==> src/rtl/serial_deser_4bit_if.sv <==
// rtl/serial_deser_4bit_if.sv - word output handshake between the deserializer and its consumer
interface serial_deser_4bit_if #(
  parameter int WIDTH = 4
);
  logic [WIDTH-1:0] D;
  logic             d_valid;
  logic             d_ready;
  logic             parity_err;

  modport master (output D, output d_valid, output parity_err, input d_ready);
  modport slave  (input D, input d_valid, input parity_err, output d_ready);
endinterface

==> src/rtl/serial_deser_4bit.sv <==
// rtl/serial_deser_4bit.sv - MSB-first serial-to-parallel collector with a one-word holding register
// Optional frame parity bit enabled by defining DESER_PARITY_EN.
module serial_deser_4bit #(
  parameter int WIDTH = 4
) (
  input  logic                   clock,
  input  logic                   clear,
  input  logic                   E,
  input  logic                   bit_en,
  input  logic                   flush,
  serial_deser_4bit_if.master    dout,
  output logic                   overrun
);

`ifdef DESER_PARITY_EN
  localparam int FLEN = WIDTH + 1;
  localparam int SR_W = WIDTH;
`else
  localparam int FLEN = WIDTH;
  localparam int SR_W = WIDTH - 1;
`endif
  localparam int CW = $clog2(FLEN);

  typedef enum logic {EMPTY, FULL} state_t;

  state_t            state, state_next;
  logic [SR_W-1:0]   shift_reg;
  logic [CW-1:0]     bit_cnt;
  logic [WIDTH-1:0]  word;
  logic              word_perr;
  logic              complete, accept, load, drop;

  // The final sampled bit lands directly in the word, so the shift reg only keeps the earlier bits.
`ifdef DESER_PARITY_EN
  assign word      = shift_reg;
  assign word_perr = ^{shift_reg, E};
`else
  assign word      = {shift_reg, E};
  assign word_perr = 1'b0;
`endif

  assign complete = bit_en && !flush && (bit_cnt == CW'(FLEN - 1));
  assign accept   = dout.d_valid && dout.d_ready;
  assign load     = complete && (state == EMPTY || accept);
  assign drop     = complete && (state == FULL) && !accept;

  always_ff @(posedge clock or negedge clear) begin
    if (!clear) begin
      shift_reg <= '0;
      bit_cnt   <= '0;
    end else if (flush) begin
      shift_reg <= '0;
      bit_cnt   <= '0;
    end else if (bit_en) begin
      shift_reg <= SR_W'({shift_reg, E});
      bit_cnt   <= complete ? '0 : bit_cnt + CW'(1);
    end
  end

  always_ff @(posedge clock or negedge clear) begin
    if (!clear) state <= EMPTY;
    else        state <= state_next;
  end

  always_comb begin
    state_next = state;
    case (state)
      EMPTY: if (complete)            state_next = FULL;
      FULL:  if (accept && !complete) state_next = EMPTY;
      default:                        state_next = EMPTY;
    endcase
  end

  always_comb begin
    dout.d_valid = (state == FULL);
  end

  always_ff @(posedge clock or negedge clear) begin
    if (!clear) begin
      dout.D  <= '0;
      overrun <= 1'b0;
    end else begin
      if (load) dout.D  <= word;
      if (drop) overrun <= 1'b1;
    end
  end

`ifdef DESER_PARITY_EN
  always_ff @(posedge clock or negedge clear) begin
    if (!clear)      dout.parity_err <= 1'b0;
    else if (load)   dout.parity_err <= word_perr;
    else if (accept) dout.parity_err <= 1'b0;
  end
`else
  assign dout.parity_err = word_perr;
`endif

endmodule

==> src/flat_wrapper.sv <==
// flat-port wrapper written by rule: the top's interface ports become plain ports
module serial_deser_4bit_flat 
#(
  parameter int WIDTH = 4
)
  (clock, clear, E, bit_en, flush, overrun, dout_D, dout_d_valid, dout_parity_err, dout_d_ready);
  serial_deser_4bit_if #(.WIDTH(WIDTH)) dout_i ();
  input  logic clock;
  input  logic clear;
  input  logic E;
  input  logic bit_en;
  input  logic flush;
  output logic overrun;
  output wire logic [$bits(dout_i.D)-1:0] dout_D;
  output wire logic [$bits(dout_i.d_valid)-1:0] dout_d_valid;
  output wire logic [$bits(dout_i.parity_err)-1:0] dout_parity_err;
  input wire logic [$bits(dout_i.d_ready)-1:0] dout_d_ready;
  assign dout_D = dout_i.D;
  assign dout_d_valid = dout_i.d_valid;
  assign dout_parity_err = dout_i.parity_err;
  assign dout_i.d_ready = dout_d_ready;
  serial_deser_4bit #(.WIDTH(WIDTH)) u_core (.clock(clock), .clear(clear), .E(E), .bit_en(bit_en), .flush(flush), .dout(dout_i), .overrun(overrun));
endmodule
==> config.mk <==
export PLATFORM = sky130hd
export DESIGN_NAME = serial_deser_4bit_flat
export DESIGN_NICKNAME = d
export VERILOG_FILES = /design/src/rtl/serial_deser_4bit_if.sv /design/src/rtl/serial_deser_4bit.sv /design/src/flat_wrapper.sv
export SDC_FILE = /design/constraint.sdc
export NUM_CORES = 1
export LEC_CHECK = 0
export CAP_MARGIN = 20
export CORE_AREA = 4 4 41 43
export DETAILED_ROUTE_END_ITERATION = 10
export DIE_AREA = 0 0 45 47
export MAX_ROUTING_LAYER = met4
export PLACE_DENSITY_LB_ADDON = 0.12
export SLEW_MARGIN = 30
export SYNTH_ARGS = -nofsm -noshare
export SYNTH_HDL_FRONTEND = slang
export SYNTH_SLANG_ARGS = --single-unit
==> constraint.sdc <==
create_clock -name clock -period 2.75 [get_ports clock]
set_input_delay 0.825 -clock clock [delete_from_list [all_inputs] [get_ports clock]]
set_output_delay 0.825 -clock clock [all_outputs]
set_load 0.05 [all_outputs]
==> flow_summary.ini <==
[floorplan]
die_w_um = 45
coreArea_um2 = 1300
die_area_um2 = 2120
die_h_um = 47
start_util_pct = 37.6
rows = 13
top_level_ports = 13

[timing]
whs_ns = 0.487
hold_viol_final = 0
period_needed_ns = 2.24
setup_tns_ns = 0
fmax_mhz = 446
drv_slew = 0
setup-violations-final = 0
period_share_pct = 81.5
rsz0062_at_grt = no
clock_skew_ns = 0.00101

[global_routing]
grt_start_max_net_pins = 12
grt-ovfl-total = 0
antenna_found_initial = 0
grt_pass1_vias = 306
grt_use_total_pct = 9.22
grt_pass1_wl_mm = 1.26

[routing]
drt_iter0_drc = 0
vias = 278
viasPerCell = 4.48
finalWirelength_um = 735
drc = 0
wire_per_inst_um = 11.9
dr.pass1.iters = 1
postRouteAntennaNets = 0

[logic_synthesis]
ys_types = 14
yosys_warnings = 0
synthesis.nets = 41
avgSynthCellArea_um2 = 14.4
syn_area_um2 = 489
synth-seq-cells = 11
synthCells = 34
synth-seq-area-share_pct = 56.3

[placement]
placedCellCount = 58
io_buffers = 11
place_congestion = 0.671
placed_cell_area_um2 = 599

[finish]
final_cells = 62
final_cell_mix = clkdlybuf4s50_1, dfrtp_1, nor2_1
utilization_pct = 48.1
drive_gt1_share_pct = 19.1
diodes = 0
largest_register_ffs = 4
area_delta_synth_final_pct = 27.9
final_cell_area_um2 = 626
nNetsFinal = 55

[setup_path]
critPathArrivalTime_ns = 1.42
cp-end-kind = primary output
cp.required_ns = 1.93
startpoint = u_core.dout.D[1]$_DFFE_PN0P_
r2r_start = u_core.bit_cnt[0]$_DFFE_PN0P_
path_cells = clkdlybuf4s50_1
crit_path_start_kind = flop
path_buf_inv = 1
worst-path-max-fanout = 2
slowest_delay_ns = 0.80
critical_path_class = flop to primary output
rrSetupSlack_ns = 1.42
slowest_stage = clkdlybuf4s50_1
critPathTopFamily = buffers and inverters

[power]
p_sw_share_pct = 26.1
p_switching_uw = 90.4
power_frac_clock_pct = 30.3
intPower_uw = 256
pwr-share-seq_pct = 51.2
p_leak_uw = 0.000320
ir_drop_v = 0.000259
power.density_nw_per_um2 = 553
combPwrFrac_pct = 18.6

[cts]
cts.sinks = 11
clk_path_buf_depth = 2
cts_resized = 0
htree_levels = 1
cts_buffers = 3
clk_pin_slew_ns = 0.06
root_buffer = clkbuf_4
cts_setup_buffers = 0
insertion_delay_ns = 0.26
cts_tree = built
holdBufCountCts = 0

[outcome]
status = complete, no violations

[worst_hold_path]
min_from = u_core.overrun$_DFFE_PN0P_
hold_class = flop to flop

[flow_run]
drv_cap = 0
[Yosys cell counts (all sizes together)]
master / count / share of area [%]
nand2: 1 / 0.77
nor2b: 1 / 2.8
nand3b: 1 / 4.1
o21bai: 1 / 1.5
xnor2: 1 / 1.8
conb: 1 / 0.77
nand2b: 1 / 1.3
dfrtp: 11 / 56
buf: 2 / 3.8
mux2i: 4 / 8.2
ha: 1 / 2.6
mux2: 4 / 12
nor2: 5 / 3.8
[metrics by stage]
| step | worst slack [ns] | total power [uW] |
|---|---|---|
| after CTS | 0.484 | 355 |
| after detailed placement | 0.405 | 245 |
| after global routing | 0.457 | 363 |
| final | 0.508 | 346 |
| after floorplan | 1.11 | 223 |
| after global placement | 0.438 | 244 |
[cell families (layout without fill, tap and decap cells)]
logic type | count (synthesis) | in the layout | share of synthesized area (%)
other cells | 1 | 1 | 0.767
fa+ha+maj | 1 | 1 | 2.56
xor+xnor | 1 | 1 | 1.79
buf+inv | 2 | 15 | 3.84
compound gates | 1 | 1 | 1.54
mux | 8 | 8 | 20.5
flops | 11 | 11 | 56.3
simple gates | 9 | 9 | 12.8
[routing by layer]
metal | global-route usage [%] | up-vias | share of wire, %
met5 | - | - | 0
met4 | 10.5 | 0 | 1.5
met3 | 2.68 | 2 | 11
met2 | 12.4 | 11 | 44
met1 | 10.0 | 128 | 44
li1 | - | 137 | -
[power groups by stage]
stage	clock (uW)	combinational, uW	sequential, uW
3_3_place_gp	0	64.0	179
2_1_floorplan	0	25.1	197
6_report	105	64.2	177
3_5_place_dp	0	65.0	180
4_1_cts	113	65.3	177
5_1_grt	115	69.3	178
[final cells by class]
class | count | area, um2
clock buffer | 4 | 26.3
fill | 124 | 676
multi-input combinational | 21 | 195
sequential | 11 | 275
tap | 15 | 18.8
timing repair buffer | 11 | 110
[worst paths after layout]
path | end | depth (start not counted)
setup / recovery | dout_D[1] | 1
hold / removal | u_core.overrun$_DFFE_PN0P_ | 1
setup reg to reg | u_core.dout.D[0]$_DFFE_PN0P_ | 4
hold reg to reg | u_core.overrun$_DFFE_PN0P_ | 1
max in group asynchronous | u_core.shift_reg[0]$_DFFE_PN0P_ | 1
min in group asynchronous | u_core.dout.d_valid$_DFF_PN0_ | 1
Note: power is estimated with default switching activity, not from simulation.
